### src/rtl/uart_rx_stream_if.sv
// Received-word stream between uart_rx_stream and its consumer.
// Signals:
//   out_data   received data word
//   out_valid  out_data and err_* valid, held until out_ready
//   out_ready  consumer accepts on out_valid && out_ready
//   err_frame  a stop bit was sampled 0
//   err_parity parity mismatch (0 when parity is disabled)
// Modports: master = receiver side, slave = consumer side.
interface uart_rx_stream_if #(
    parameter int unsigned DATA_BITS = 8
);
    logic [DATA_BITS-1:0] out_data;
    logic                 out_valid;
    logic                 out_ready;
    logic                 err_frame;
    logic                 err_parity;

    modport master (
        output out_data,
        output out_valid,
        output err_frame,
        output err_parity,
        input  out_ready
    );

    modport slave (
        input  out_data,
        input  out_valid,
        input  err_frame,
        input  err_parity,
        output out_ready
    );
endinterface

### src/rtl/uart_rx_stream.sv
// uart_rx_stream: oversampling UART receiver with valid/ready output register,
// per-frame error sideband and overrun detection. Runs on clk with an internal
// baud-tick divider; no derived clocks.
// Optional feature macro: UART_RX_BREAK_EN (line-break detection, BREAK state).
// The CLK_HZ/BAUD defaults mirror the system clock/baud rate definitions.
// Ports:
//   clk, rst_n   system clock, async active-low reset
//   enabled      0 = synchronous clear to IDLE, frame in progress dropped
//   in           asynchronous rx line, idle high
//   stream       master side of uart_rx_stream_if (data, valid/ready, errors)
//   busy         frame in progress (START..STOP)
//   err_overrun  1-clk pulse: completed frame dropped because output was full
//   break_det    1-clk pulse on line break (0 unless UART_RX_BREAK_EN)
module uart_rx_stream #(
    parameter int unsigned CLK_HZ      = 1_600_000,
    parameter int unsigned BAUD        = 10_000,
    parameter int unsigned OVERSAMPLE  = 16,
    parameter int unsigned DATA_BITS   = 8,
    parameter int unsigned PARITY      = 0,
    parameter int unsigned STOP_BITS   = 1,
    parameter int unsigned SYNC_STAGES = 2
) (
    input  logic                    clk,
    input  logic                    rst_n,
    input  logic                    enabled,
    input  logic                    in,
    uart_rx_stream_if.master        stream,
    output logic                    busy,
    output logic                    err_overrun,
    output logic                    break_det
);

    localparam int unsigned DIV    = CLK_HZ / (BAUD * OVERSAMPLE);
    localparam int unsigned DIV_W  = (DIV > 1) ? $clog2(DIV) : 1;
    localparam int unsigned TICK_W = $clog2(OVERSAMPLE);
    localparam int unsigned BIT_W  = $clog2(DATA_BITS + 1);
    localparam int unsigned SAMP_A = OVERSAMPLE / 2 - 1;
    localparam int unsigned SAMP_B = OVERSAMPLE / 2;
    localparam int unsigned SAMP_C = OVERSAMPLE / 2 + 1;

    localparam logic [2:0] S_IDLE   = 3'd0;
    localparam logic [2:0] S_START  = 3'd1;
    localparam logic [2:0] S_DATA   = 3'd2;
    localparam logic [2:0] S_PARITY = 3'd3;
    localparam logic [2:0] S_STOP   = 3'd4;
`ifdef UART_RX_BREAK_EN
    localparam logic [2:0] S_BREAK  = 3'd5;
`endif

    logic [SYNC_STAGES-1:0] r_sync;
    logic                   r_rx_prev;
    logic [DIV_W-1:0]       r_div_cnt;
    logic [TICK_W-1:0]      r_tick_cnt;
    logic [1:0]             r_samp;
    logic [2:0]             r_state;
    logic [2:0]             w_state_nxt;
    logic                   r_busy;
    logic [BIT_W-1:0]       r_bit_cnt;
    logic                   r_stop_cnt;
    logic [DATA_BITS-1:0]   r_shift;
    logic                   r_par_acc;
    logic                   r_perr_acc;
    logic                   r_ferr_acc;
    logic [DATA_BITS-1:0]   r_data;
    logic                   r_valid;
    logic                   r_ferr;
    logic                   r_perr;
    logic                   r_overrun;
    logic                   w_rx;
    logic                   w_fall;
    logic                   w_start;
    logic                   w_tick;
    logic                   w_mid_done;
    logic                   w_bit;
    logic                   w_complete;
    logic                   w_break;

    // Rx line synchroniser; idles high so reset does not look like a start edge
    always_ff @(posedge clk or negedge rst_n) begin
        if (!rst_n) begin
            r_sync    <= '1;
            r_rx_prev <= 1'b1;
        end else begin
            r_sync    <= {r_sync[SYNC_STAGES-2:0], in};
            r_rx_prev <= w_rx;
        end
    end

    assign w_rx    = r_sync[SYNC_STAGES-1];
    // A 1->0 transition is required, so a line held low never restarts a frame
    assign w_fall  = r_rx_prev & ~w_rx;
    assign w_start = (r_state == S_IDLE) && w_fall;
    assign w_tick  = (r_div_cnt == DIV_W'(DIV - 1));
    assign w_mid_done = w_tick && (r_tick_cnt == TICK_W'(SAMP_C));
    // Majority vote of the two stored samples and the live third sample
    assign w_bit = (r_samp[0] & r_samp[1]) | (r_samp[0] & w_rx) | (r_samp[1] & w_rx);

    // Baud divider and per-bit tick counter, both re-phased on the start edge
    always_ff @(posedge clk or negedge rst_n) begin
        if (!rst_n) begin
            r_div_cnt  <= '0;
            r_tick_cnt <= '0;
            r_samp     <= '0;
        end else if (!enabled || w_start) begin
            r_div_cnt  <= '0;
            r_tick_cnt <= '0;
        end else begin
            r_div_cnt <= w_tick ? '0 : r_div_cnt + DIV_W'(1);
            if (w_tick) begin
                r_tick_cnt <= (r_tick_cnt == TICK_W'(OVERSAMPLE - 1)) ? '0
                                                                       : r_tick_cnt + TICK_W'(1);
                if (r_tick_cnt == TICK_W'(SAMP_A)) r_samp[0] <= w_rx;
                if (r_tick_cnt == TICK_W'(SAMP_B)) r_samp[1] <= w_rx;
            end
        end
    end

    // State register
    always_ff @(posedge clk or negedge rst_n) begin
        if (!rst_n) begin
            r_state <= S_IDLE;
            r_busy  <= 1'b0;
        end else begin
            r_state <= w_state_nxt;
            r_busy  <= (w_state_nxt == S_START) || (w_state_nxt == S_DATA) ||
                       (w_state_nxt == S_PARITY) || (w_state_nxt == S_STOP);
        end
    end

`ifdef UART_RX_BREAK_EN
    logic r_all_zero;
    logic r_break;

    // Tracks whether every bit of the current frame has been sampled 0
    always_ff @(posedge clk or negedge rst_n) begin
        if (!rst_n) begin
            r_all_zero <= 1'b0;
            r_break    <= 1'b0;
        end else if (!enabled) begin
            r_all_zero <= 1'b0;
            r_break    <= 1'b0;
        end else begin
            r_break <= w_break;
            if (w_start) begin
                r_all_zero <= 1'b1;
            end else if (w_mid_done && (r_state == S_DATA || r_state == S_PARITY ||
                                        r_state == S_STOP)) begin
                r_all_zero <= r_all_zero & ~w_bit;
            end
        end
    end

    assign break_det = r_break;
`else
    assign break_det = 1'b0;
`endif

    // Next-state logic; bit decisions happen at the last mid-bit sample
    always_comb begin
        w_state_nxt = r_state;
        w_complete  = 1'b0;
        w_break     = 1'b0;
        if (!enabled) begin
            w_state_nxt = S_IDLE;
        end else begin
            case (r_state)
                S_IDLE: begin
                    if (w_fall) w_state_nxt = S_START;
                end
                S_START: begin
                    if (w_mid_done) w_state_nxt = w_bit ? S_IDLE : S_DATA;
                end
                S_DATA: begin
                    if (w_mid_done && (r_bit_cnt == BIT_W'(DATA_BITS - 1)))
                        w_state_nxt = (PARITY != 0) ? S_PARITY : S_STOP;
                end
                S_PARITY: begin
                    if (w_mid_done) w_state_nxt = S_STOP;
                end
                S_STOP: begin
                    // Completes at the mid-sample so a back-to-back start edge is seen
                    if (w_mid_done && (r_stop_cnt == 1'(STOP_BITS - 1))) begin
`ifdef UART_RX_BREAK_EN
                        if (r_all_zero && !w_bit) begin
                            w_state_nxt = S_BREAK;
                            w_break     = 1'b1;
                        end else begin
                            w_state_nxt = S_IDLE;
                            w_complete  = 1'b1;
                        end
`else
                        w_state_nxt = S_IDLE;
                        w_complete  = 1'b1;
`endif
                    end
                end
`ifdef UART_RX_BREAK_EN
                S_BREAK: begin
                    if (w_rx) w_state_nxt = S_IDLE;
                end
`endif
                default: w_state_nxt = S_IDLE;
            endcase
        end
    end

    // Frame assembly: data shift, parity and stop checks
    always_ff @(posedge clk or negedge rst_n) begin
        if (!rst_n) begin
            r_bit_cnt  <= '0;
            r_stop_cnt <= 1'b0;
            r_shift    <= '0;
            r_par_acc  <= 1'b0;
            r_perr_acc <= 1'b0;
            r_ferr_acc <= 1'b0;
        end else if (!enabled || w_start) begin
            r_bit_cnt  <= '0;
            r_stop_cnt <= 1'b0;
            r_par_acc  <= 1'b0;
            r_perr_acc <= 1'b0;
            r_ferr_acc <= 1'b0;
        end else if (w_mid_done) begin
            case (r_state)
                S_DATA: begin
                    r_shift   <= {w_bit, r_shift[DATA_BITS-1:1]};
                    r_par_acc <= r_par_acc ^ w_bit;
                    r_bit_cnt <= r_bit_cnt + BIT_W'(1);
                end
                S_PARITY: begin
                    // Odd parity wants XOR(data,parity)=1, even wants 0
                    r_perr_acc <= (PARITY == 1) ? ~(r_par_acc ^ w_bit) : (r_par_acc ^ w_bit);
                end
                S_STOP: begin
                    r_ferr_acc <= r_ferr_acc | ~w_bit;
                    r_stop_cnt <= r_stop_cnt + 1'b1;
                end
                default: ;
            endcase
        end
    end

    // Output register with valid/ready handshake and overrun detection
    always_ff @(posedge clk or negedge rst_n) begin
        if (!rst_n) begin
            r_data    <= '0;
            r_valid   <= 1'b0;
            r_ferr    <= 1'b0;
            r_perr    <= 1'b0;
            r_overrun <= 1'b0;
        end else if (!enabled) begin
            r_valid   <= 1'b0;
            r_ferr    <= 1'b0;
            r_perr    <= 1'b0;
            r_overrun <= 1'b0;
        end else begin
            r_overrun <= 1'b0;
            if (w_complete) begin
                if (!r_valid || stream.out_ready) begin
                    r_data  <= r_shift;
                    r_ferr  <= r_ferr_acc | ~w_bit;
                    r_perr  <= r_perr_acc;
                    r_valid <= 1'b1;
                end else begin
                    r_overrun <= 1'b1;
                end
            end else if (r_valid && stream.out_ready) begin
                r_valid <= 1'b0;
            end
        end
    end

    assign stream.out_data   = r_data;
    assign stream.out_valid  = r_valid;
    assign stream.err_frame  = r_ferr;
    assign stream.err_parity = r_perr;
    assign busy              = r_busy;
    assign err_overrun       = r_overrun;

endmodule

### src/flat_wrapper.sv
// flat-port wrapper written by rule: the top's interface ports become plain ports
module uart_rx_stream_flat 
#(
    parameter int unsigned CLK_HZ      = 1_600_000,
    parameter int unsigned BAUD        = 10_000,
    parameter int unsigned OVERSAMPLE  = 16,
    parameter int unsigned DATA_BITS   = 8,
    parameter int unsigned PARITY      = 0,
    parameter int unsigned STOP_BITS   = 1,
    parameter int unsigned SYNC_STAGES = 2
)
  (clk, rst_n, enabled, in, busy, err_overrun, break_det, stream_out_data, stream_out_valid, stream_err_frame, stream_err_parity, stream_out_ready);
  uart_rx_stream_if #(.DATA_BITS(DATA_BITS)) stream_i ();
  input  logic clk;
  input  logic rst_n;
  input  logic enabled;
  input  logic in;
  output logic busy;
  output logic err_overrun;
  output logic break_det;
  output wire logic [$bits(stream_i.out_data)-1:0] stream_out_data;
  output wire logic [$bits(stream_i.out_valid)-1:0] stream_out_valid;
  output wire logic [$bits(stream_i.err_frame)-1:0] stream_err_frame;
  output wire logic [$bits(stream_i.err_parity)-1:0] stream_err_parity;
  input wire logic [$bits(stream_i.out_ready)-1:0] stream_out_ready;
  assign stream_out_data = stream_i.out_data;
  assign stream_out_valid = stream_i.out_valid;
  assign stream_err_frame = stream_i.err_frame;
  assign stream_err_parity = stream_i.err_parity;
  assign stream_i.out_ready = stream_out_ready;
  uart_rx_stream #(.CLK_HZ(CLK_HZ), .BAUD(BAUD), .OVERSAMPLE(OVERSAMPLE), .DATA_BITS(DATA_BITS), .PARITY(PARITY), .STOP_BITS(STOP_BITS), .SYNC_STAGES(SYNC_STAGES)) u_core (.clk(clk), .rst_n(rst_n), .enabled(enabled), .in(in), .stream(stream_i), .busy(busy), .err_overrun(err_overrun), .break_det(break_det));
endmodule
### config.mk
export PLATFORM = sky130hd
export DESIGN_NAME = uart_rx_stream_flat
export DESIGN_NICKNAME = d
export VERILOG_FILES = /design/src/rtl/uart_rx_stream_if.sv /design/src/rtl/uart_rx_stream.sv /design/src/flat_wrapper.sv
export SDC_FILE = /design/constraint.sdc
export NUM_CORES = 1
export LEC_CHECK = 0
export BUFFER_PORTS_ARGS = -buffer_cell sky130_fd_sc_hd__clkbuf_2
export CAP_MARGIN = 20
export CORE_MARGIN = 2
export CORE_UTILIZATION = 40
export DETAILED_ROUTE_END_ITERATION = 10
export PLACE_DENSITY = 0.55
export SYNTH_ARGS = -nofsm -noshare
export SYNTH_HDL_FRONTEND = slang
export SYNTH_SLANG_ARGS = --single-unit
### constraint.sdc
create_clock -name clk -period 6.2 [get_ports clk]
set_clock_uncertainty 0.15 [all_clocks]
set_input_delay 0.31 -clock clk [delete_from_list [all_inputs] [get_ports clk]]
set_output_delay 0.31 -clock clk [all_outputs]
set_load 0.01 [all_outputs]
Word level (Yosys, flattened, before mapping)
Index checks and enable logic that the tools add are counted.
{"block": "totals", "reg_bits": 45, "output_inout_bits": 14, "elab_cells": 124}
{"block": "op_classes", "add_sub_neg": 4, "n_eq_ne": 18, "n_mux": 44, "n_bitwise": 12, "reduce_logical": 27}
{"operator": "$mux 4", "n": 8}
{"operator": "$mux 1", "n": 28}
{"operator": "$mux 3", "n": 6}
{"operator": "$eq 4x4->1 const B", "n": 4}
{"operator": "$pmux 3 s5", "n": 1}
{"operator": "$add 4x1->4 const B", "n": 3}
{"operator": "$eq 3x2->1 const B", "n": 4}
{"operator": "$reduce_and 3->1", "n": 4}
{"operator": "$reduce_and 2->1", "n": 5}
{"operator": "$reduce_bool 2->1", "n": 5}
{"operator": "$eq 4x3->1 const B", "n": 2}
{"operator": "$eq 3x1->1 const B", "n": 2}
{"operator": "$eq 3x3->1 const B", "n": 2}
{"operator": "$logic_and 1x1->1", "n": 5}
{"operator": "$logic_or 1x1->1", "n": 5}
{"operator": "$and 1x1->1", "n": 4}
{"operator": "$ne 2x1->1 const B", "n": 2}
{"operator": "$not 1->1", "n": 4}
{"operator": "$logic_not 3->1", "n": 1}
{"operator": "$ne 3x1->1 const B", "n": 1}
{"operator": "$ne 3x3->1 const B", "n": 1}
{"operator": "$or 1x1->1", "n": 3}
{"operator": "$logic_not 1->1", "n": 2}
{"operator": "$mux 2", "n": 1}
{"operator": "other kinds (2)", "n": 2}

Logic depth before layout (Yosys ltp)
{"block": "depth", "ltp_word": 11, "depth_mapped": 7, "ltp_nobuf": 6}

Worst setup path after synthesis
No wires, ideal clock.
{"block": "synth_timing", "kind": "register -> register", "from": "register u_core.r_div_cnt[1]", "to": "register u_core.r_data[0], in the netlist u_core.stream.out_data[0]", "setup_time_ns": 0.125, "arrival_time_ns": 2.120, "required_ns": 5.925, "slack_ns": 3.806, "path_stages_with_launch": 8, "n_path_buf": 1, "synth_period_minus_slack_ns": 2.394, "path_cell_list": "dfrtp_1 -> inv_1 -> ha_1 -> nand3b_1 -> or4_1 -> buf_2 -> nor3_4 -> mux2_2"}
{"block": "synth_via", "elab_chain_len": 7}
{"item": "start: declaration", "line_no": "uart_rx_stream.sv:52", "rtl": "logic [DIV_W-1:0] r_div_cnt;"}
{"item": "start signal: assignment", "line_no": "uart_rx_stream.sv:108", "rtl": "r_div_cnt <= w_tick ? '0 : r_div_cnt + DIV_W'(1);"}
{"item": "$eq 4x4->1", "line_no": "uart_rx_stream.sv:93", "rtl": "assign w_tick = (r_div_cnt == DIV_W'(DIV - 1));"}
{"item": "$logic_and 1x1->1", "line_no": "uart_rx_stream.sv:94", "rtl": "assign w_mid_done = w_tick && (r_tick_cnt == TICK_W'(SAMP_C));"}
{"item": "$logic_and 1x1->1", "line_no": "uart_rx_stream.sv:182", "rtl": "if (w_mid_done && (r_stop_cnt == 1'(STOP_BITS - 1))) begin"}
{"item": "$mux 1", "line_no": "uart_rx_stream.sv:182"}
{"item": "$mux 1", "line_no": "uart_rx_stream.sv:166", "rtl": "case (r_state)"}
{"item": "$mux 1", "line_no": "uart_rx_stream.sv:163", "rtl": "if (!enabled) begin"}
{"item": "$reduce_and 3->1 (no line)"}
{"item": "end signal: assignment", "line_no": "uart_rx_stream.sv:259", "rtl": "r_data <= r_shift;"}
{"item": "end: declaration", "line_no": "uart_rx_stream.sv:64", "rtl": "logic [DATA_BITS-1:0] r_data;"}
No other way between the ends.
A chain may end at the register's enable or synchronous reset.

Final worst setup path
{"block": "layout_timing", "from": "register u_core.r_div_cnt[1]", "to": "register u_core.r_data[6], in the netlist u_core.stream.out_data[6]"}
Same word-level chain as after synthesis.

==> impl_metrics.env <==
export IMPL_syn_area_um2=2020
export IMPL_cap_viol_max_count=0
export IMPL_fin_setup_tns_ns=0
export IMPL_worstSetupStartpointType="flip-flop"
export IMPL_reg2reg_depth=6
export IMPL_io_pins=19
export IMPL_async_flop_share_pct=100
export IMPL_dp_hpwl_um=2490
export IMPL_netlist_area_leader_share_pct=52.0
export IMPL_grt_overflow_total=0
export IMPL_dr_first_iter_drc_count=68
export IMPL_ys_top_cells_by_count="dfrtp_1 (42), mux2_2 (18), nor2_1 (10)"
export IMPL_cp_required_ns=6.23
export IMPL_min_path_cells=0
export IMPL_fp_dieW_um=75.1
export IMPL_avgViaCountPerCell=5.28
export IMPL_drv_slew=0
export IMPL_nets=203
export IMPL_core_area_um2=4790
export IMPL_clock_sinks=45
export IMPL_p_per_area_nw_per_um2=215
export IMPL_layout_drive_gt1_share_pct=25.4
export IMPL_cpLargestDelayFamily="simple AND/OR/NAND/NOR gates"
export IMPL_grt_usage_pct=14.7
export IMPL_worstHoldStart="u_core.r_sync[0]$_DFF_PN1_"
export IMPL_path_depth=6
export IMPL_path_class="flip-flop to flip-flop"
export IMPL_timing_fmax_mhz=378
export IMPL_drt_pass1_iterations=4
export IMPL_worst_pin_slew_ns=0.619
export IMPL_cp_slowest_cell="or4_1"
export IMPL_synth_cells=170
export IMPL_setup_violations=0
export IMPL_initial_core_util_pct=42.2
export IMPL_crit_buf_inv=1
export IMPL_post_route_min_period_ns=2.64
export IMPL_top_layer="met4"
export IMPL_cp_end_kind="flip-flop"
export IMPL_crit_fanout=10
export IMPL_rows=25
export IMPL_setup_slack_ns=3.56
export IMPL_synth_most_common_cell="dfrtp_1"
export IMPL_regToRegStartpoint="u_core.r_div_cnt[1]$_DFF_PN0_"
export IMPL_crit_path_start="u_core.r_div_cnt[1]$_DFF_PN0_"
export IMPL_yosys_warnings=0
export IMPL_gp_congestion=0.823
export IMPL_hp_class="flip-flop to flip-flop"
export IMPL_m1WireLength_um=1700
export IMPL_cts_buffers=5
export IMPL_wire_per_inst_um=13.8
export IMPL_leakagePower_uw=0.00106
export IMPL_arrival_ns=2.67
export IMPL_dominantRegCellSynth="dfrtp_1"
export IMPL_rsz0062_at_grt="no"
export IMPL_syn2layout_area_growth_pct=13.7
export IMPL_preCtsSetupSlack_ns=3.54
export IMPL_synthTopCellsByArea="dfrtp_1 (52%), mux2_2 (10%), dfstp_2 (3.9%)"
export IMPL_synth_edf_count=0
export IMPL_antenna_found_initial=0
export IMPL_cpPeakStageDelay_ns=0.71
export IMPL_fp_dieH_um=75.1
export IMPL_htree_levels=2
export IMPL_grt_start_max_net_pins=46
export IMPL_synth_seq_cells=45
export IMPL_clk_path_buf_depth=2
export IMPL_status="completed"
export IMPL_ant_nets=0
export IMPL_ys_types=43
export IMPL_die_area_um2=5640
export IMPL_cts_tree="done"
export IMPL_antenna_cells=0
export IMPL_yosysTopAreaCell="dfrtp_1"
export IMPL_drc_errors=0
export IMPL_ir_drop_uv=107
export IMPL_syn_num_nets=181
export IMPL_crit_chain="inv_1 > ha_1 > nand3b_1 > or4_1 > nor3_4 > mux2_2"
export IMPL_port_buffers=17
export IMPL_fin_crit_sh_pct=42.6
export IMPL_insertion_delay_ns=0.30
export IMPL_wl_um=3580
export IMPL_grt_pass1_wl_um=6150
export IMPL_cts_root_buf="clkbuf_8"
export IMPL_yosysSeqAreaShare_pct=55.9
export IMPL_wl_met3_um=172
export IMPL_path_clk_slew_ns=0.08
export IMPL_hold_viol=0
export IMPL_grt_pass1_vias=1356
export IMPL_vias=1373
export IMPL_syn_avg_cell_area_um2=11.9
export IMPL_relSlewSlack_pct=58.7
export IMPL_dr_wl_met2_um=1650
## where the power goes
group | total [µW] | switching, µW | internal, µW
logic | 21.2 | 13.6 | 7.56
clock network | 172 | 92.7 | 79.7
registers | 300 | 2.80 | 297
## layer usage
| metal | global-route usage (%) | vias up |
|---|---|---|
| met5 | 0 | - |
| met4 | 6.94 | 0 |
| met3 | 5.22 | 7 |
| met2 | 22.1 | 34 |
| met1 | 19.1 | 684 |
| li1 | - | 648 |
## kinds of logic after synthesis
group | share of synthesized area, %
AO/OA/AOI/OAI | 7.31
other | 0.186
XOR/XNOR | 3.03
buffers and inverters | 3.22
multiplexers | 11.0
flip-flops | 55.9
adder cells (fa/ha/maj) | 4.21
AND/OR/NAND/NOR | 15.1
## state kept, by name, indices dropped and copies added, names as in the netlist
signal	flops
u_core.busy	1
u_core.err_overrun	1
u_core.r_bit_cnt	4
u_core.r_div_cnt	4
u_core.r_ferr_acc	1
u_core.r_par_acc	1
u_core.r_perr_acc	1
u_core.r_rx_prev	1
u_core.r_samp	2
u_core.r_shift	8
u_core.r_state	3
u_core.r_stop_cnt	1
u_core.r_sync	2
u_core.r_tick_cnt	4
u_core.stream.err_frame	1
u_core.stream.err_parity	1
u_core.stream.out_data	8
u_core.stream.out_valid	1
## placed cells by master (no fill, tap or decap), drive strengths merged, types with 2 or more instances in the layout
| master | Yosys | final |
|---|---|---|
| a21oi | 9 | 9 |
| a311oi | 2 | 2 |
| and3 | 2 | 2 |
| and3b | 2 | 2 |
| buf | 3 | 2 |
| clkbuf | 3 | 24 |
| dfrtp | 42 | 42 |
| dfstp | 3 | 3 |
| dlygate4sd3 | 0 | 2 |
| ha | 6 | 6 |
| inv | 9 | 9 |
| mux2 | 18 | 18 |
| mux2i | 2 | 2 |
| nand2 | 6 | 6 |
| nand2b | 2 | 2 |
| nand3 | 2 | 2 |
| nand3b | 2 | 2 |
| nand4 | 3 | 3 |
| nor2 | 10 | 10 |
| nor3 | 6 | 6 |
| nor4 | 4 | 4 |
| o21ai | 7 | 7 |
| or3 | 2 | 2 |
| or4 | 3 | 3 |
| xnor2 | 3 | 3 |
| xor2 | 4 | 4 |
## per-stage QoR
stage | cells | cell area (µm²) | power [µW] | hold slack [ns] | util [%]
after floorplan | 170 | 2020 | 314 | -0.136 | -
after global placement | 249 | 2170 | 324 | 0.197 | 45.3
after detailed placement | 249 | 2170 | 324 | 0.198 | 45.3
after CTS | 258 | 2260 | 500 | 0.101 | 47.2
after global routing | 260 | 2300 | 519 | 0.217 | 48.0
final | 260 | 2300 | 494 | 0.207 | 48.0
## worst paths after layout
kind,endpoint,slack (ns)
hold / removal,u_core.r_sync[1]$_DFF_PN1_,0.21
setup / recovery,u_core.stream.out_data[6]$_DFFE_PN0P_,3.56
hold reg to reg,u_core.r_sync[1]$_DFF_PN1_,0.21
min in group asynchronous,u_core.stream.out_data[0]$_DFFE_PN0P_,0.41
max in group asynchronous,u_core.r_shift[5]$_DFFE_PN0P_,4.97
setup reg to reg,u_core.stream.out_data[6]$_DFFE_PN0P_,3.56
## layout make-up
type                       count  area [µm²]
clock buffer                   7        76.3
clock inverter                 1        7.51
fill                         454        2490
inverter                       9        33.8
multi-input combinational    110         826
sequential                    45        1130
tap                           67        83.8
timing repair buffer          21         140
## timing repair
item                                    4_1_cts  5_1_grt
hold buffers                                  1        1
gates resized for setup                       0        0
endpoints found under the hold margin         1       19
endpoints found under the setup margin        0        0
setup buffers                                 0        0
No activity file was read; power rests on OpenSTA's default activity.
